### src/rtl/rv_core_pkg.sv
// Shared RV32 core definitions: opcode constants, operand-fetch FSM encoding,
// the issued-operand bundle and operand-2 selection helpers (also used by the ALU).
package rv_core_pkg;

  localparam logic [6:0] OPC_R_TYPE  = 7'b0110011;
  localparam logic [6:0] OPC_I_TYPE  = 7'b0010011;
  localparam logic [6:0] OPC_L_TYPE  = 7'b0000011;
  localparam logic [6:0] OPC_S_TYPE  = 7'b0100011;
  localparam logic [6:0] OPC_SB_TYPE = 7'b1100011;

  typedef enum logic [1:0] {
    ST_IDLE   = 2'd0,
    ST_DECODE = 2'd1,
    ST_ISSUE  = 2'd2
  } fetch_state_e;

  typedef struct packed {
    logic [31:0] op1;
    logic [31:0] op2;
    logic [31:0] rs2_data;
    logic [6:0]  opcode;
    logic [2:0]  func3;
    logic [6:0]  func7;
    logic [4:0]  rd;
  } issue_t;

  function automatic logic opcode_legal(input logic [6:0] opc);
    return (opc == OPC_R_TYPE) || (opc == OPC_I_TYPE) || (opc == OPC_L_TYPE) ||
           (opc == OPC_S_TYPE) || (opc == OPC_SB_TYPE);
  endfunction

  // Branches compare two registers, so they take rs2 like R-type.
  function automatic logic [31:0] operand2_sel(input logic [31:0] instr,
                                               input logic [31:0] rs2_val);
    logic [31:0] op2;
    op2 = rs2_val;
    case (instr[6:0])
      OPC_I_TYPE, OPC_L_TYPE: op2 = {{20{instr[31]}}, instr[31:20]};
      OPC_S_TYPE:             op2 = {{20{instr[31]}}, instr[31:25], instr[11:7]};
      default:                op2 = rs2_val;
    endcase
    return op2;
  endfunction

endpackage

### src/rtl/operand_fetch_if.sv
// Instruction, writeback and issued-operand signals of operand_fetch.
// The slave modport is the operand_fetch side; master is the surrounding core/bench.
interface operand_fetch_if;
  import rv_core_pkg::*;

  // An instruction transfers on a Clock posedge where instr_valid_in and
  // instr_ready_out are both 1; the master holds instr_in stable while
  // instr_valid_in is 1 and instr_ready_out is 0.
  logic [31:0] instr_in;
  logic        instr_valid_in;
  logic        instr_ready_out;

  logic        wb_en_in;
  logic [4:0]  wb_addr_in;
  logic [31:0] wb_data_in;

  logic [31:0] alu_input_1_out;
  logic [31:0] alu_input_2_out;
  logic [31:0] rs2_data_out;
  logic [6:0]  Opcode_out;
  logic [2:0]  func3_out;
  logic [6:0]  func7_out;
  logic [4:0]  rd_out;
  logic        en_alu_out;
  logic        illegal_out;

  modport slave (
    input  instr_in, instr_valid_in, wb_en_in, wb_addr_in, wb_data_in,
    output instr_ready_out, alu_input_1_out, alu_input_2_out, rs2_data_out,
           Opcode_out, func3_out, func7_out, rd_out, en_alu_out, illegal_out
  );

  modport master (
    output instr_in, instr_valid_in, wb_en_in, wb_addr_in, wb_data_in,
    input  instr_ready_out, alu_input_1_out, alu_input_2_out, rs2_data_out,
           Opcode_out, func3_out, func7_out, rd_out, en_alu_out, illegal_out
  );

endinterface

### src/rtl/operand_fetch_reg_file.sv
// 32x32 register file: two asynchronous read ports, one synchronous write port.
// x0 is hard-wired to zero. Define WB_FORWARD_EN to bypass same-cycle write data to reads.
module reg_file (
  input  logic        clk_i,
  input  logic        rst_i,
  input  logic        we_i,
  input  logic [4:0]  waddr_i,
  input  logic [31:0] wdata_i,
  input  logic [4:0]  raddr1_i,
  input  logic [4:0]  raddr2_i,
  output logic [31:0] rdata1_o,
  output logic [31:0] rdata2_o
);

  logic [31:0] regs_q [32];
  logic        fwd1;
  logic        fwd2;

  always_ff @(posedge clk_i or posedge rst_i) begin
    if (rst_i) begin
      for (int i = 0; i < 32; i++) begin
        regs_q[i] <= '0;
      end
    end else if (we_i && (waddr_i != 5'd0)) begin
      regs_q[waddr_i] <= wdata_i;
    end
  end

`ifdef WB_FORWARD_EN
  assign fwd1 = we_i && (waddr_i == raddr1_i) && (raddr1_i != 5'd0);
  assign fwd2 = we_i && (waddr_i == raddr2_i) && (raddr2_i != 5'd0);
`else
  // Reads see the stored value; a write in the same cycle lands after the read is sampled.
  assign fwd1 = 1'b0;
  assign fwd2 = 1'b0;
`endif

  assign rdata1_o = (raddr1_i == 5'd0) ? 32'd0 : (fwd1 ? wdata_i : regs_q[raddr1_i]);
  assign rdata2_o = (raddr2_i == 5'd0) ? 32'd0 : (fwd2 ? wdata_i : regs_q[raddr2_i]);

endmodule

### src/rtl/operand_fetch.sv
// Operand fetch: accepts an RV32 instruction, reads rs1/rs2, selects operand 2
// and issues a one-cycle ALU enable. Same-cycle writeback bypass under WB_FORWARD_EN.
module operand_fetch
  import rv_core_pkg::*;
(
  input  logic           Clock,
  input  logic           peripheral_reset,
  operand_fetch_if.slave bus,
  output fetch_state_e   dbg_state_o
);

  fetch_state_e state_q, state_d;
  logic [31:0]  instr_q, instr_d;
  issue_t       issue_q, issue_d;
  logic [31:0]  rs1_data;
  logic [31:0]  rs2_data;
  logic         accept;
  logic         load_issue;
  logic         illegal;

  reg_file u_reg_file (
    .clk_i    (Clock),
    .rst_i    (peripheral_reset),
    .we_i     (bus.wb_en_in),
    .waddr_i  (bus.wb_addr_in),
    .wdata_i  (bus.wb_data_in),
    .raddr1_i (instr_q[19:15]),
    .raddr2_i (instr_q[24:20]),
    .rdata1_o (rs1_data),
    .rdata2_o (rs2_data)
  );

  always_comb begin
    issue_d          = '0;
    issue_d.op1      = rs1_data;
    issue_d.op2      = operand2_sel(instr_q, rs2_data);
    issue_d.rs2_data = rs2_data;
    issue_d.opcode   = instr_q[6:0];
    issue_d.func3    = instr_q[14:12];
    issue_d.func7    = (instr_q[6:0] == OPC_R_TYPE) ? instr_q[31:25] : 7'd0;
    issue_d.rd       = instr_q[11:7];
  end

  always_comb begin
    state_d    = state_q;
    accept     = 1'b0;
    load_issue = 1'b0;
    illegal    = 1'b0;
    case (state_q)
      ST_IDLE: begin
        if (bus.instr_valid_in) begin
          accept  = 1'b1;
          state_d = ST_DECODE;
        end
      end
      ST_DECODE: begin
        if (opcode_legal(instr_q[6:0])) begin
          load_issue = 1'b1;
          state_d    = ST_ISSUE;
        end else begin
          illegal = 1'b1;
          state_d = ST_IDLE;
        end
      end
      ST_ISSUE: state_d = ST_IDLE;
      default:  state_d = ST_IDLE;
    endcase
  end

  assign instr_d = accept ? bus.instr_in : instr_q;

  // Issued fields change only when a legal instruction leaves DECODE, so they
  // stay stable through the enable pulse and until the next issue.
  always_ff @(posedge Clock or posedge peripheral_reset) begin
    if (peripheral_reset) begin
      state_q <= ST_IDLE;
      instr_q <= '0;
      issue_q <= '0;
    end else begin
      state_q <= state_d;
      instr_q <= instr_d;
      if (load_issue) begin
        issue_q <= issue_d;
      end
    end
  end

  assign bus.instr_ready_out = (state_q == ST_IDLE) && !peripheral_reset;
  assign bus.en_alu_out      = (state_q == ST_ISSUE);
  assign bus.illegal_out     = illegal;
  assign bus.alu_input_1_out = issue_q.op1;
  assign bus.alu_input_2_out = issue_q.op2;
  assign bus.rs2_data_out    = issue_q.rs2_data;
  assign bus.Opcode_out      = issue_q.opcode;
  assign bus.func3_out       = issue_q.func3;
  assign bus.func7_out       = issue_q.func7;
  assign bus.rd_out          = issue_q.rd;
  assign dbg_state_o         = state_q;

endmodule

### src/flat_wrapper.sv
// flat-port wrapper written by rule: the top's interface ports become plain ports
module operand_fetch_flat import rv_core_pkg::*;
  (Clock, peripheral_reset, dbg_state_o, bus_instr_in, bus_instr_valid_in, bus_wb_en_in, bus_wb_addr_in, bus_wb_data_in, bus_instr_ready_out, bus_alu_input_1_out, bus_alu_input_2_out, bus_rs2_data_out, bus_Opcode_out, bus_func3_out, bus_func7_out, bus_rd_out, bus_en_alu_out, bus_illegal_out);
  operand_fetch_if bus_i ();
  input  logic Clock;
  input  logic peripheral_reset;
  output fetch_state_e dbg_state_o;
  input wire logic [$bits(bus_i.instr_in)-1:0] bus_instr_in;
  input wire logic [$bits(bus_i.instr_valid_in)-1:0] bus_instr_valid_in;
  input wire logic [$bits(bus_i.wb_en_in)-1:0] bus_wb_en_in;
  input wire logic [$bits(bus_i.wb_addr_in)-1:0] bus_wb_addr_in;
  input wire logic [$bits(bus_i.wb_data_in)-1:0] bus_wb_data_in;
  output wire logic [$bits(bus_i.instr_ready_out)-1:0] bus_instr_ready_out;
  output wire logic [$bits(bus_i.alu_input_1_out)-1:0] bus_alu_input_1_out;
  output wire logic [$bits(bus_i.alu_input_2_out)-1:0] bus_alu_input_2_out;
  output wire logic [$bits(bus_i.rs2_data_out)-1:0] bus_rs2_data_out;
  output wire logic [$bits(bus_i.Opcode_out)-1:0] bus_Opcode_out;
  output wire logic [$bits(bus_i.func3_out)-1:0] bus_func3_out;
  output wire logic [$bits(bus_i.func7_out)-1:0] bus_func7_out;
  output wire logic [$bits(bus_i.rd_out)-1:0] bus_rd_out;
  output wire logic [$bits(bus_i.en_alu_out)-1:0] bus_en_alu_out;
  output wire logic [$bits(bus_i.illegal_out)-1:0] bus_illegal_out;
  assign bus_i.instr_in = bus_instr_in;
  assign bus_i.instr_valid_in = bus_instr_valid_in;
  assign bus_i.wb_en_in = bus_wb_en_in;
  assign bus_i.wb_addr_in = bus_wb_addr_in;
  assign bus_i.wb_data_in = bus_wb_data_in;
  assign bus_instr_ready_out = bus_i.instr_ready_out;
  assign bus_alu_input_1_out = bus_i.alu_input_1_out;
  assign bus_alu_input_2_out = bus_i.alu_input_2_out;
  assign bus_rs2_data_out = bus_i.rs2_data_out;
  assign bus_Opcode_out = bus_i.Opcode_out;
  assign bus_func3_out = bus_i.func3_out;
  assign bus_func7_out = bus_i.func7_out;
  assign bus_rd_out = bus_i.rd_out;
  assign bus_en_alu_out = bus_i.en_alu_out;
  assign bus_illegal_out = bus_i.illegal_out;
  operand_fetch u_core (.Clock(Clock), .peripheral_reset(peripheral_reset), .bus(bus_i), .dbg_state_o(dbg_state_o));
endmodule
### config.mk
export PLATFORM = sky130hd
export DESIGN_NAME = operand_fetch_flat
export DESIGN_NICKNAME = d
export VERILOG_FILES = /design/src/rtl/rv_core_pkg.sv /design/src/rtl/operand_fetch_if.sv /design/src/rtl/operand_fetch_reg_file.sv /design/src/rtl/operand_fetch.sv /design/src/flat_wrapper.sv
export SDC_FILE = /design/constraint.sdc
export NUM_CORES = 2
export LEC_CHECK = 0
export ABC_AREA = 0
export BUFFER_PORTS_ARGS = -buffer_cell sky130_fd_sc_hd__buf_2
export CAP_MARGIN = 10
export CORE_MARGIN = 2
export CORE_UTILIZATION = 50
export DETAILED_ROUTE_END_ITERATION = 10
export PLACE_DENSITY_LB_ADDON = 0.15
export SETUP_SLACK_MARGIN = 0.4
export SLEW_MARGIN = 20
export SYNTH_ARGS = -nofsm -noshare
export SYNTH_HDL_FRONTEND = slang
export SYNTH_HIERARCHICAL = 1
export SYNTH_SLANG_ARGS = --single-unit
### constraint.sdc
create_clock -name Clock -period 29.8 [get_ports Clock]
set_input_delay 2.98 -clock Clock [delete_from_list [all_inputs] [get_ports Clock]]
set_output_delay 2.98 -clock Clock [all_outputs]
set_load 0.02 [all_outputs]
Word level (Yosys, flattened, before mapping)
Index checks and enable logic that the tools add are counted.

Eq/ne operators: 8. Multiplexer cells: 22. Bitwise operators: 3. Reductions and logical operators: 13. Magnitude comparators: 4.

Operators by type and width (count): $bwmux W1024 (1); $bmux W32 S5 (2); $mux W32 (7); $demux W32 S5 (1); $pmux W32 S2 (1); $ge A6 B6 Y1 const B (3); $not A5 Y6 (3); $eq A7 B6 Y1 const B (2); $logic_not A5 Y1 (2); $eq A7 B2 Y1 const B (1); $eq A7 B5 Y1 const B (1); $eq A7 B7 Y1 const B (1); $mux W7 (1); $lt A6 B1 Y1 const B (1); $mux W1 (6); $reduce_bool A5 Y1 (1); $logic_or A1 B1 Y1 (4); $mux W2 (2); $pmux W2 S2 (1); $logic_and A1 B1 Y1 (3); $eq A2 B1 Y1 const B (1); $eq A2 B2 Y1 const B (1); $logic_not A2 Y1 (1); $ne A2 B2 Y1 const B (1); 2 further kinds (2).

Register bits: 1176. Input port bits: 73. Word-level logic and storage cells: 91.

Logic depth before layout (Yosys ltp)
Depth in word-level cells: 7. Depth in mapped cells: 10. Mapped depth without buffers: 7.

Cells and area by module
The synthesis kept the hierarchy.

By module, submodules not included: reg_file (area an instance 54905.2 um^2, cells each 3614, times used 1); operand_fetch (area an instance 6145.9 um^2, cells each 428, times used 1).

Worst setup path after synthesis
OpenSTA, ideal clock, no wires.

Kind: in2out. Start: input peripheral_reset. End: output bus_instr_ready_out. Arrival: 3.435 ns. Setup slack: 23.385 ns. Data required time: 26.820 ns. Stages on the path: 1. Cells stage by stage: nor3_1.

Cells in the longest elaborated chain, start to end: 2.

RTL lines: start, declared (line flat_wrapper.sv:6) `input logic peripheral_reset;`; $logic_not A1 Y1 (no source line); $logic_and A1 B1 Y1 (line operand_fetch.sv:88) `assign bus.instr_ready_out = (state_q == ST_IDLE) && !peripheral_reset;`; end, declared (line flat_wrapper.sv:13) `output wire logic [$bits(bus_i.instr_ready_out)-1:0] bus_instr_ready_out;`.

Every way passes these cells.

Worst setup path after layout
Same ends and word-level chain as after synthesis.

==> metrics.yaml <==
status: "completed"
viasPerCell: 6.760
drc: 0
grt_pass1_vias: 39201
final.setup.tns_ns: 0
setup_viol: 0
grt_first_pass_wirelength_um: 285700
avgSynthCellArea_um2: 15.10
start_kind: "primary input"
antenna_found_initial: 18
grtUsageTotal_pct: 31.54
worstMarginPinSlew_ns: 1.253
critPathSlowestCell: "buf_2"
areaGrowthSynthToFinish_pct: 9.934
ant_nets: 0
cpLargestDelayFamily: "buffers and inverters"
drv_cap: 0
fin_area_um2: 67120
synthMuxAreaShare_pct: 40.18
synth_edf_count: 0
cts_resized: 0
synth_ff_type: "dfrtp_1"
synth-simple-area-share_pct: 2.043
hold_class: "reg2reg"
gp_congestion: 0.8095
clk_pin_slew_worst_paths_ns: 0.06
p_leak_uw: 0.02910
yosys.area.top_type: "dfrtp_1"
finalMaxSlewViolations: 0
clock-root-buffer: "clkbuf_16"
rows: 128
fin_nets: 4099
synth-compound-area-share_pct: 5.156
rsz0062_at_grt: "false"
start_util_pct: 50.29
crit_type: "in2out"
cts_inserted_buffers: 136
post-cts-setup-buffers: 0
tritoncts: "built"
synth_top_family_by_area: "multiplexers"
cp.depth: 3
period_share_pct: 21.59
crit_top_cell: "buf_2"
syn_inst: 4042
rr_endpoint: "u_core/bus.alu_input_2_out[18]"
fmaxAchievable_mhz: 155.4
hpwl_um: 111600
syn_nets: 4115
synthAdderAreaFrac_pct: 0
powerDensity_nw_per_um2: 81.27
cts_max_path_buffers: 3
endpoint: "bus_instr_ready_out"
clk_latency_ns: 0.76
slew_headroom_pct: 15.92
synthTopCellsByArea: "dfrtp_1, mux2_2, mux4_2"
layout-drive-gt1-share_pct: 53.08
path_buf_inv: 2
clkSinkCount: 1176
yosysWarningCount: 6
r2r_slack_ns: 24.98
layout_min_cycle_time_ns: 6.435
reg2reg_from: "u_core/instr_q[21]"
synth_xor_area_share_pct: 0
seq_area_frac_synth_pct: 48.20
crit_arrival_ns: 3.46
h-tree-depth: 4
r2r_cells: 8
drtIter0Drc: 3947
core_um2: 121400
grt_overflow: 0
portBuffers: 195
die_w_um: 353.4
wire_per_inst_um: 34.03
synth_cell_types: 53
ys_ff_latch: 1176
netlist_area_um2: 61050
die_h_um: 353.4
synth_async_sr_flop_share_pct: 100.0
whs_path_depth: 0
drt-total-wl_um: 195700
placedInstanceArea_um2: 62500
hold_buffers: 0
critPathMaxStageDelay_ns: 0.19
synth_top_area_share_pct: 48.20
peakVddDrop_mv: 0.07110
io_pins: 196
finClkSkew_ns: 0.02677
first_pass_iters: 6
whs_ns: 0.3934
crit_chain: "buf_2 > nor3_1 > buf_2"
startpoint: "peripheral_reset"
fin_util_pct: 55.29
worstPathMaxFanout: 3
vias: 38870
die-area_um2: 124900
finalHoldViolCount: 0
worstSetupEndpointType: "output port"
critPathRequiredTime_ns: 26.82
grt_max_degree: 145
==> cells by family after synthesis <==
family / Yosys count
buffers and inverters: 455
DFF: 1176
and+or+nand+nor: 231
AOI/OAI and AO/OA: 435
muxes: 1745
==> synth_stat cells (3+ instances only) <==
cell	instances
a311oi_1	64
mux4_2	448
buf_1	3
a21o_1	3
buf_4	70
buf_6	71
a22oi_1	64
nand2b_1	5
dfrtp_1	1176
a21oi_1	22
a31oi_1	3
nor2b_1	70
o21ai_1	91
mux2_2	1123
a22o_1	9
a21oi_2	28
mux2i_1	134
nor3b_1	4
nand2_1	62
a221oi_1	44
a211oi_1	64
clkbuf_1	183
nand3b_1	9
mux2_1	40
o21ai_0	21
nor2_1	48
nor2_2	10
buf_2	119
o2111ai_1	18
or2_2	3
==> final cells by class <==
cell class / instances / area (um2)
multi-input cells: 2411 / 29210
clock inverters: 27 / 371.6
well taps: 1625 / 2033
fillers: 9920 / 54280
diodes: 3 / 7.507
clock buffers: 207 / 4179
inverters: 5 / 40.04
repair buffers: 296 / 1821
flip-flops and latches: 1176 / 29460
==> placed cells by master, fill, tap and decap left out, drive strengths merged, types with 2 or more instances in the layout <==
cell | Yosys | final
clkinvlp | 0 | 4
nor2 | 58 | 58
a221oi | 46 | 46
nand2 | 62 | 62
and2 | 2 | 2
bufinv | 0 | 9
inv | 5 | 5
diode | 0 | 3
dfrtp | 1176 | 1176
buf | 266 | 296
clkbuf | 184 | 207
nand2b | 5 | 5
a22o | 9 | 9
a211oi | 64 | 64
a22oi | 64 | 64
o21ai | 112 | 112
nor2b | 71 | 71
and3 | 2 | 2
or2 | 5 | 5
mux2i | 134 | 134
mux2 | 1163 | 1163
a41oi | 2 | 2
a31oi | 3 | 3
a21oi | 50 | 50
a311oi | 64 | 64
nand3 | 2 | 2
nor3 | 2 | 2
mux4 | 448 | 448
or4 | 2 | 2
o2111ai | 18 | 18
a21o | 3 | 3
clkinv | 0 | 14
nand3b | 9 | 9
nor3b | 5 | 5
==> how the worst min path moves through the flow <==
| stage | start | to | slack (ns) |
|---|---|---|---|
| floorplan | u_core/u_reg_file/regs_q[1000] | u_core/u_reg_file/regs_q[1000] | 0.44 |
| global placement | u_core/u_reg_file/regs_q[1000] | u_core/u_reg_file/regs_q[1000] | 0.38 |
| detailed placement | u_core/u_reg_file/regs_q[1018] | u_core/u_reg_file/regs_q[1018] | 0.38 |
| CTS | u_core/u_reg_file/regs_q[999] | u_core/u_reg_file/regs_q[999] | 0.40 |
| global route | u_core/u_reg_file/regs_q[996] | u_core/u_reg_file/regs_q[996] | 0.41 |
| finish | u_core/u_reg_file/regs_q[1001] | u_core/u_reg_file/regs_q[1001] | 0.39 |
==> stage by stage <==
stage	setup slack, ns	instances	power, uW
2_1_floorplan	12.71	4042	3270
3_3_place_gp	22.75	5512	3717
3_5_place_dp	22.69	5512	3753
4_1_cts	23.36	5746	5472
5_1_grt	23.26	5748	5676
6_report	23.36	5750	5454
==> flip-flops by register name, summed over array words and instances (netlist names) <==
signal and cells:
u_core/u_reg_file/regs_q 1024, u_core/bus.alu_input_1_out 32, u_core/bus.alu_input_2_out 32, u_core/bus.rs2_data_out 32, u_core/instr_q 32, u_core/bus.Opcode_out 7
u_core/bus.func7_out 7, u_core/bus.rd_out 5, u_core/bus.func3_out 3, u_core/dbg_state_o 2
==> power breakdown <==
group | switching [uW] | internal (uW) | total [uW] | leakage [uW]
logic | 773 | 761 | 1530 | 0.0118
registers | 266 | 1940 | 2210 | 0.0151
clock network | 673 | 1040 | 1710 | 0.00224
total | 1710 | 3740 | 5450 | 0.0291
==> layer usage <==
| layer | share of wire (%) | global-route usage [%] |
|---|---|---|
| met4 | 3.0 | 9.770 |
| met5 | 0.042 | 0 |
| met3 | 8.2 | 6.660 |
| met1 | 43 | 45.75 |
| met2 | 46 | 47.92 |
No activity file was read; power rests on OpenSTA's default activity.
